### src/rtl/lfsr_pkg.sv
`default_nettype none
// ============================================================================
//  Module      : lfsr_pkg
//  Description : Shared definitions for the ranged LFSR generator: FSM state
//                encoding, reference feedback masks for common widths and
//                the single-step LFSR helper.
//  Revision    : 1.0 - initial release
// ============================================================================
package lfsr_pkg;

  // Widest LFSR supported by the helper function.
  localparam int c_MAX_W = 16;

  // Maximal-length feedback masks. Bit i set means lfsr[i] feeds the XOR,
  // so bit i corresponds to the polynomial term x^(i+1).
  localparam logic [7:0]  c_TAPS_W8  = 8'hB8;     // x^8+x^6+x^5+x^4+1
  localparam logic [9:0]  c_TAPS_W10 = 10'h240;   // x^10+x^7+1
  localparam logic [11:0] c_TAPS_W12 = 12'h829;   // x^12+x^6+x^4+x+1
  localparam logic [15:0] c_TAPS_W16 = 16'hD008;  // x^16+x^15+x^13+x^4+1

  // Conversion sequencer states.
  typedef enum logic [1:0] {
    IDLE = 2'd0,
    DIV  = 2'd1,
    DONE = 2'd2
  } state_t;

  // One Fibonacci step. Callers zero-extend a narrower register into the
  // c_MAX_W-bit argument and keep only their low WIDTH bits of the result;
  // the bit shifted past WIDTH-1 is then simply discarded.
  function automatic logic [c_MAX_W-1:0] lfsr_next(
    input logic [c_MAX_W-1:0] state,
    input logic [c_MAX_W-1:0] taps
  );
    lfsr_next = {state[c_MAX_W-2:0], ^(state & taps)};
  endfunction

endpackage : lfsr_pkg
`default_nettype wire

### src/rtl/lfsr_range_gen_divider.sv
`default_nettype none
// ============================================================================
//  Module      : seq_mod_divider
//  Description : Restoring sequential divider returning only the remainder.
//                One dividend bit (MSB first) is consumed per clock, so a
//                conversion takes DIVIDEND_W cycles after the start edge.
//  Revision    : 1.0 - initial release
//
//  Ports
//    clk         system clock
//    rst         synchronous reset, active-high
//    i_start     load dividend/divisor and begin (ignored-safe while idle)
//    i_dividend  dividend, captured on the start edge
//    i_divisor   divisor, captured on the start edge
//    o_done      high during the cycle of the final iteration; o_rem holds
//                the final remainder from the following cycle onward
//    o_rem       remainder register
// ============================================================================
module seq_mod_divider
  import lfsr_pkg::*;
#(
  parameter int DIVIDEND_W = 10,
  parameter int DIVISOR_W  = 11
) (
  input  logic                  clk,
  input  logic                  rst,
  input  logic                  i_start,
  input  logic [DIVIDEND_W-1:0] i_dividend,
  input  logic [DIVISOR_W-1:0]  i_divisor,
  output logic                  o_done,
  output logic [DIVISOR_W-1:0]  o_rem
);

  localparam int c_CNT_W = $clog2(DIVIDEND_W);

  logic [DIVIDEND_W-1:0] r_dividend;
  logic [DIVISOR_W-1:0]  r_divisor;
  logic [DIVISOR_W-1:0]  r_rem;
  logic [c_CNT_W-1:0]    r_cnt;
  logic                  r_run;

  logic [DIVISOR_W:0]    w_trial;
  logic                  w_ge;
  logic [DIVISOR_W-1:0]  w_rem_next;

  // Partial remainder shifted left with the next dividend bit appended.
  // One extra bit keeps the shift lossless even if the divisor is the
  // largest representable value.
  assign w_trial    = {r_rem, r_dividend[DIVIDEND_W-1]};
  assign w_ge       = (w_trial >= {1'b0, r_divisor});
  assign w_rem_next = w_ge ? DIVISOR_W'(w_trial - {1'b0, r_divisor})
                           : DIVISOR_W'(w_trial);

  assign o_done = r_run && (r_cnt == c_CNT_W'(DIVIDEND_W - 1));
  assign o_rem  = r_rem;

  always_ff @(posedge clk) begin
    if (rst) begin
      r_dividend <= '0;
      r_divisor  <= '0;
      r_rem      <= '0;
      r_cnt      <= '0;
      r_run      <= 1'b0;
    end else if (i_start) begin
      r_dividend <= i_dividend;
      r_divisor  <= i_divisor;
      r_rem      <= '0;
      r_cnt      <= '0;
      r_run      <= 1'b1;
    end else if (r_run) begin
      r_rem      <= w_rem_next;
      r_dividend <= {r_dividend[DIVIDEND_W-2:0], 1'b0};
      r_cnt      <= r_cnt + c_CNT_W'(1);
      if (o_done) begin
        r_run <= 1'b0;
      end
    end
  end

endmodule : seq_mod_divider
`default_nettype wire

### src/rtl/lfsr_range_gen.sv
`default_nettype none
// ============================================================================
//  Module      : lfsr_range_gen
//  Description : Seedable Fibonacci LFSR with zero-state guard, plus a
//                request/valid front end that maps a captured LFSR value
//                onto the inclusive range [min, max] using a sequential
//                remainder (no combinational divider).
//  Revision    : 1.0 - initial release
//
//  Ports
//    clk           system clock
//    rst           synchronous reset, active-high, overrides everything
//    i_step_en     advance the LFSR one step this cycle
//    i_seed_load   load i_seed_in (or SEED if it is zero); beats i_step_en
//    i_seed_in     seed value
//    i_req         request a ranged sample (sampled only when idle)
//    i_min_in      inclusive lower bound
//    i_max_in      inclusive upper bound
//    o_busy        conversion in progress, requests are dropped
//    o_rand_valid  one-cycle pulse qualifying o_rand_out / o_range_err
//    o_rand_out    ranged sample, held until the next pulse
//    o_range_err   max < min at capture (o_rand_out then equals min)
//    o_lfsr_state  current LFSR register
// ============================================================================
module lfsr_range_gen
  import lfsr_pkg::*;
#(
  parameter int               WIDTH = 10,
  parameter logic [WIDTH-1:0] TAPS  = 10'h240,
  parameter logic [WIDTH-1:0] SEED  = 10'h001,
  parameter int               OUT_W = 10
) (
  input  logic             clk,
  input  logic             rst,
  input  logic             i_step_en,
  input  logic             i_seed_load,
  input  logic [WIDTH-1:0] i_seed_in,
  input  logic             i_req,
  input  logic [OUT_W-1:0] i_min_in,
  input  logic [OUT_W-1:0] i_max_in,
  output logic             o_busy,
  output logic             o_rand_valid,
  output logic [OUT_W-1:0] o_rand_out,
  output logic             o_range_err,
  output logic [WIDTH-1:0] o_lfsr_state
);

  // --------------------------------------------------------------------------
  // LFSR
  // --------------------------------------------------------------------------
  logic [WIDTH-1:0] r_lfsr;

  always_ff @(posedge clk) begin
    if (rst) begin
      r_lfsr <= SEED;
    end else if (i_seed_load) begin
      // An all-zero seed would lock the register, so substitute SEED.
      r_lfsr <= (i_seed_in == '0) ? SEED : i_seed_in;
    end else if (i_step_en) begin
      r_lfsr <= WIDTH'(lfsr_next(c_MAX_W'(r_lfsr), c_MAX_W'(TAPS)));
    end
  end

  assign o_lfsr_state = r_lfsr;

  // --------------------------------------------------------------------------
  // Request capture and range computation
  // --------------------------------------------------------------------------
  state_t           r_state;
  logic             r_busy;
  logic             r_valid;
  logic [OUT_W-1:0] r_rand_out;
  logic             r_range_err;
  logic [OUT_W-1:0] r_min;
  logic             r_err_cap;

  logic             w_accept;
  logic [OUT_W:0]   w_range;
  logic             w_range_err;
  logic             w_div_done;
  logic [OUT_W:0]   w_rem;

  assign w_accept = (r_state == IDLE) && i_req;

  // Span is computed one bit wider than the bounds so the full range
  // (0 .. 2^OUT_W-1) yields 2^OUT_W rather than wrapping to zero.
  assign w_range     = {1'b0, i_max_in} - {1'b0, i_min_in} + (OUT_W + 1)'(1);
  assign w_range_err = (i_max_in < i_min_in);

  // The divider captures the pre-update LFSR value on the accepting edge,
  // so the LFSR is free to keep stepping during the conversion.
  seq_mod_divider #(
    .DIVIDEND_W (WIDTH),
    .DIVISOR_W  (OUT_W + 1)
  ) u_divider (
    .clk        (clk),
    .rst        (rst),
    .i_start    (w_accept),
    .i_dividend (r_lfsr),
    .i_divisor  (w_range),
    .o_done     (w_div_done),
    .o_rem      (w_rem)
  );

  // --------------------------------------------------------------------------
  // Conversion sequencer and registered outputs
  // --------------------------------------------------------------------------
  always_ff @(posedge clk) begin
    if (rst) begin
      r_state     <= IDLE;
      r_busy      <= 1'b0;
      r_valid     <= 1'b0;
      r_rand_out  <= '0;
      r_range_err <= 1'b0;
      r_min       <= '0;
      r_err_cap   <= 1'b0;
    end else begin
      r_valid <= 1'b0;
      case (r_state)
        IDLE: begin
          if (i_req) begin
            r_min     <= i_min_in;
            r_err_cap <= w_range_err;
            r_busy    <= 1'b1;
            r_state   <= DIV;
          end
        end
        DIV: begin
          // w_div_done flags the final iteration; the remainder is settled
          // by the time DONE executes.
          if (w_div_done) begin
            r_state <= DONE;
          end
        end
        DONE: begin
          // rem < range, so min + rem never exceeds max in the valid case.
          r_rand_out  <= r_err_cap ? r_min
                                   : OUT_W'({1'b0, r_min} + w_rem);
          r_range_err <= r_err_cap;
          r_valid     <= 1'b1;
          r_busy      <= 1'b0;
          r_state     <= IDLE;
        end
        default: begin
          r_busy  <= 1'b0;
          r_state <= IDLE;
        end
      endcase
    end
  end

  assign o_busy       = r_busy;
  assign o_rand_valid = r_valid;
  assign o_rand_out   = r_rand_out;
  assign o_range_err  = r_range_err;

endmodule : lfsr_range_gen
`default_nettype wire

### config.mk
export PLATFORM = sky130hd
export DESIGN_NAME = lfsr_range_gen
export DESIGN_NICKNAME = d
export VERILOG_FILES = /design/src/rtl/lfsr_pkg.sv /design/src/rtl/lfsr_range_gen_divider.sv /design/src/rtl/lfsr_range_gen.sv
export SDC_FILE = /design/constraint.sdc
export NUM_CORES = 1
export LEC_CHECK = 0
export BUFFER_PORTS_ARGS = -buffer_cell sky130_fd_sc_hd__buf_2
export CAP_MARGIN = 15
export CELL_PAD_IN_SITES_DETAIL_PLACEMENT = 0
export CELL_PAD_IN_SITES_GLOBAL_PLACEMENT = 1
export CORE_MARGIN = 2
export CORE_UTILIZATION = 44
export CTS_CLUSTER_SIZE = 40
export DETAILED_ROUTE_END_ITERATION = 10
export PLACE_DENSITY_LB_ADDON = 0.1
export SLEW_MARGIN = 20
export SYNTH_ARGS = -nofsm -noshare
export SYNTH_HDL_FRONTEND = slang
export SYNTH_SLANG_ARGS = --single-unit
### constraint.sdc
create_clock -name clk -period 3 [get_ports clk]
set_input_delay 0.3 -clock clk [delete_from_list [all_inputs] [get_ports clk]]
set_output_delay 0.3 -clock clk [all_outputs]
set_load 0.02 [all_outputs]
Word-level counts from Yosys, hierarchy flattened:

Cells that the tools add are included.

* register bits: 73
* bits in latches: 0
* bits in writable memories: 0
* ROM bits: 0
* output and inout bits: 23
* logic and storage cells: 53
* memories kept: 0

* add/sub/neg operators: 5
* multipliers: 0
* div/mod/pow operators: 0
* order comparisons: 2
* equality and inequality tests: 5
* shifts and indexed selects: 0
* mux-type cells: 16
* bitwise gates (word level): 1
* reductions and logical operators: 11

Operator list (number)
* 10-bit 2-to-1 mux: 6
* 16-bit XOR reduction: 1
* 12-bit by 11-bit greater-or-equal comparator with 1-bit output: 1
* 11-bit by 1-bit adder with 11-bit output (second input constant): 1
* 11-bit 2-to-1 mux: 1
* 10-bit by 10-bit subtractor with 11-bit output: 1
* 11-bit subtractor: 1
* 10-bit adder: 1
* 10-bit zero test: 1
* 10-bit less-than comparator: 1
* 2-bit AND reduction: 3
* 1-bit 2-to-1 mux: 5
* 4-bit by 1-bit adder with 4-bit output (second input constant): 1
* 4-bit == test (second input constant): 1
* 2-bit 2-to-1 mux: 2
* 2-bit one-hot mux with 2 select lines: 1
* 2-bit nonzero test: 2
* 2-bit by 1-bit == test with 1-bit output (second input constant): 1
* 2-bit == test (second input constant): 1
* 1-bit logical AND: 2
* 2-bit zero test: 1
* 2-bit by 1-bit != test with 1-bit output (second input constant): 1
* 2-bit != test (second input constant): 1
* 1-bit one-hot mux with 2 select lines: 1
* other kinds (2): 2

Longest topological paths before layout:

* depth in word-level cells: 5
* gate-level depth with buffers: 13
* mapped depth without buffers: 13

Cells and area by module:

A second synthesis with hierarchy kept.

* cell total of the unflattened synthesis: 588
* area total of the unflattened synthesis: 4809.6 µm²

Modules (own cells, without submodules)
* lfsr_range_gen: instances 1, cells an instance 327, area each 2615.0 µm², seq. area each 720.7 µm²
* seq_mod_divider: instances 1, cells an instance 261, area each 2194.6 µm², seq. area each 740.7 µm²

Worst setup path after synthesis:

No wires, ideal clock.

* kind: register -> register
* start point: reg u_divider.r_dividend[9]
* end point: reg u_divider.r_rem[3] (netlist: u_divider.o_rem[3])
* library setup time: 0.132 ns
* arrival: 2.161 ns
* data required time: 2.868 ns
* path slack: 0.707 ns
* cell stages (with the launch flop): 12
* period minus slack after synthesis: 2.293 ns
* path through: dfxtp_1 > inv_1 > ha_1 > fa_1 > nand2b_1 > a21o_1 > a21oi_2 > o311ai_2 > a21oi_2 > buf_6 > mux2i_1 > a21oi_1

* longest elaborated chain between the ends: 2
* elaborated cells on any way between the ends: 3

Ends and longest elaborated chain
* start: declaration: RTL line lfsr_range_gen_divider.sv:36 `logic [DIVIDEND_W-1:0] r_dividend;`
* start signal: assignment: RTL line lfsr_range_gen_divider.sv:65 `r_dividend <= i_dividend;`
* start signal: assignment: RTL line lfsr_range_gen_divider.sv:72 `r_dividend <= {r_dividend[DIVIDEND_W-2:0], 1'b0};`
* 11-bit subtractor / 12-bit by 11-bit greater-or-equal comparator with 1-bit output (equally long branches): RTL line lfsr_range_gen_divider.sv:51, lfsr_range_gen_divider.sv:50
* 11-bit 2-to-1 mux *: RTL line lfsr_range_gen_divider.sv:51 `assign w_rem_next = w_ge ? DIVISOR_W'(w_trial - {1'b0, r_divisor})`
* end signal: assignment: RTL line lfsr_range_gen_divider.sv:71 `r_rem <= w_rem_next;`
* end: declaration: RTL line lfsr_range_gen_divider.sv:38 `logic [DIVISOR_W-1:0] r_rem;`

Mark *: on every way between the ends. The rest lies on a longest branch, timed or not.
A chain may end at the register's enable or synchronous reset.

Worst setup path in the final report:

* start point: reg u_divider.r_dividend[9]
* end point: reg u_divider.r_rem[1] (netlist: u_divider.o_rem[1])

Same word-level chain as after synthesis.

==> results list <==
* Antenna violations before repair: 0
- Iter 0 DRT Violations: 117
- Antenna diode count: 0
* Clock-pin slew of the registers on the worst-case setup and hold paths: 0.09 ns
- For this run, the leading register cell type out of synthesis is dfxtp_1.
- Design Area, Final: 5130 um^2
- For this design the static power due to leakage is 2.24 nW.
- Placeable core region: 10200 um^2
* Worst-path fanout max: 6
* Number of distinct library cells after synthesis: 51
- Type of the worst min-delay path: in2reg
- Width of the die: 106 um
- In this run the tightest slew margin relative to its limit is 0.513.
- For this block, the routed nets add up to 10400 um of wire.
- Min cycle time layout: 2.42 ns
- Post-CTS repair changed the size of 0 cells.
* Post-Syn Area: 4540 um^2
* Total grt overflow: 0
- The floorplan has 37 rows.
* Result of the run: complete, no violations
- Via count of the first global-routing pass: 3550
- Fraction of the mapped netlist area in adder cells: 0.149
- Total CTS buffers: 9
- Port buffering added 57 buffers.
- The H-tree was split into 3 levels.
* Worst clock skew: 0.0139 ns
- DRC errors left: 0
- Final max-slew violation count: 0
- Synthesis-stage register bit count: 73
- Startpoint-to-endpoint class of the critical path: reg2reg
- Fill count: 1069
- Register area share after synthesis: 0.322
- For this run, asynchronously set or reset flops after synthesis account for 0.
- Routed wirelength normalized by instance count: 14.1 um
* First-pass GRT wire length: 17300 um
* Final setup margin: 0.582 ns
- Xor and xnor fraction of the mapped netlist area: 0.0482
- Total via count after detailed routing: 3837
* Worst slew pin tran: 0.730 ns
- Count of endpoints failing hold in the final timing report: 0
* Overall fraction of global-route tracks in use: 0.194
* Worst voltage drop across the vdd grid: 0.223 mV
* Post-detailed-placement cell area: 4930 um^2
- Setup repair after global routing missed its margin: no
- In the routed layout, each cell is associated on average with a via count of 5.17.
- Counting every net in the synthesized netlist gives 639.
- For this run, the number of Yosys warnings is 0.
- For this design, the CTS-stage hold fixing added 0 buffers.
- CTS max path bufs: 2
- Final weighted congestion in routability-driven placement: 0.865
- Clock Sink Count: 73
* Number of setup buffers added after CTS: 0
* Post-route setup TNS: 0 ns
- The detail route stage leaves a number of antenna-violating nets equal to 0.
- Compound-cell area share of the yosys netlist: 0.185
- IO Count: 58
* Total die area: 11200 um^2
- Initial standard-cell utilization of the core: 0.446
- In the synthesized netlist, the number of instances is 554.
- Endpoint arrival time on the critical path: 2.66 ns
- Most used cells in the layout excluding fill and tap cells: nor2_1, dfxtp_1, buf_2
- Of the total synthesized cell area, the portion taken by AND, OR, NAND and NOR gates is 0.180.
- Fraction of final layout cells sized beyond drive strength 1: 0.150
- Summed over all nets, the half-perimeter wirelength after detailed placement is 7770 um.
- Leaving out fill and tap cells, the most frequent cell in the layout is nor2_1.
* Clk Latency, worst-skew pair: 0.35 ns
* Main combinational cell family by area after synthesis: compound AO/OA/AOI/OAI gates
- TritonCTS clock tree: built
- Layout overhead on the synthesized area: 13.0%
- Entering global routing, the biggest net connects 59 pins.
* Required time of the critical path: 3.24 ns
- Power comes to 2.63 mW.
* Startpoint type of the worst setup path: register
- Proportion of synthesized area in mux cells: 0.0598
* Post-placement setup slack: 0.573 ns
* Final setup viols: 0
- Clock tree root driver cell: clkbuf_8
- The worst setup path is captured at a register.
* FMAX: 0.414 GHz
- Pre-Repair DR Iteration Count: 4
- From bottom edge to top edge, the die measures 106 um.
* P per Cell Area: 513 nW/um^2
- The net count of the finished layout is 686.
- Max-cap violations: 0
* Number of flops mapped to enable cells by yosys: 0
- Tcrit/Tclk final: 0.806
- Mean area per synthesized cell: 8.20 um^2
[worst max-delay path, stage by stage (launching register included)]
cell and delay, ns:
dfxtp_1 0.35, inv_1 0.05, ha_1 0.20, fa_1 0.40, nand2b_1 0.17, a21o_1 0.19
a21oi_2 0.13, o311ai_2 0.10, a21oi_2 0.16, buf_4 0.18, nor2_1 0.05, or3_1 0.33
[sequential cells by signal (all words and copies together) (netlist names)]
signal / flops
o_busy: 1
o_lfsr_state: 10
o_rand_out: 10
o_rand_valid: 1
o_range_err: 1
r_err_cap: 1
r_min: 10
r_state: 2
u_divider.o_rem: 11
u_divider.r_cnt: 4
u_divider.r_dividend: 10
u_divider.r_divisor: 11
u_divider.r_run: 1
[worst paths after layout]
kind,cells after the start,to,slack [ns],from
worst max-delay path,11,u_divider.o_rem[1],0.58,u_divider.r_dividend[9]
worst min-delay path,3,o_lfsr_state[6],0.19,i_seed_in[6]
worst max register to register,11,u_divider.o_rem[1],0.58,u_divider.r_dividend[9]
worst min register to register,2,o_range_err,0.46,o_range_err
[where the power goes]
part / total (mW) / internal, mW / switching [mW]
Clock: 0.791 / 0.391 / 0.400
Sequential: 1.09 / 1.03 / 0.0596
Combinational: 0.754 / 0.330 / 0.424
Total: 2.63 / 1.75 / 0.883
[metal layers]
layer,wire length (um),vias to the layer above,part of all wire,GRT usage
met5,0,-,0,0
met4,124,0,0.012,0.0620
met3,356,9,0.034,0.0322
met2,4580,67,0.44,0.296
met1,5380,1746,0.52,0.280
li1,-,2015,-,-
[kinds of logic after synthesis]
kind of cell	after synthesis
XOR/XNOR	25
multiplexers	27
AO/OA/AOI/OAI	135
buffers and inverters	65
flip-flops	73
adder cells (fa/ha/maj)	50
AND/OR/NAND/NOR	179
[through the flow]
step,instances,util,hold WS [ns]
after CTS,742,0.504,0.170
after floorplan,554,-,0.432
after global placement,726,0.485,0.445
after global routing,742,0.504,0.180
final,742,0.504,0.186
after detailed placement,726,0.485,0.450
[Yosys cell counts, types with 3 or more instances]
cell type	count	area, um^2
nor2_1	75	282
dfxtp_1	73	1460
a21oi_1	54	270
nand2_1	48	180
ha_1	43	538
inv_1	36	135
clkbuf_1	27	101
mux2i_1	26	260
o21ai_0	24	120
a211oi_1	21	158
xor2_1	13	114
xnor2_1	12	105
nand3_1	10	50.1
nor3_1	8	40.0
fa_1	7	140
nand3b_1	7	52.6
nor2b_1	6	37.5
o21bai_1	6	45.0
nand2b_1	5	31.3
o21ai_1	4	20.0
and3_1	3	18.8
nand4_1	3	18.8
nor3b_1	3	22.5
o211ai_1	3	22.5
[layout make-up]
type,instances,area [um^2],area share
tap,136,170,0.0331
inverter,36,135,0.0263
multi-input combinational,416,2820,0.550
timing repair buffer,65,345,0.0673
clock inverter,7,76.3,0.0149
sequential,73,1460,0.285
clock buffer,9,124,0.0241
Note: power is estimated with default switching activity, not from simulation.
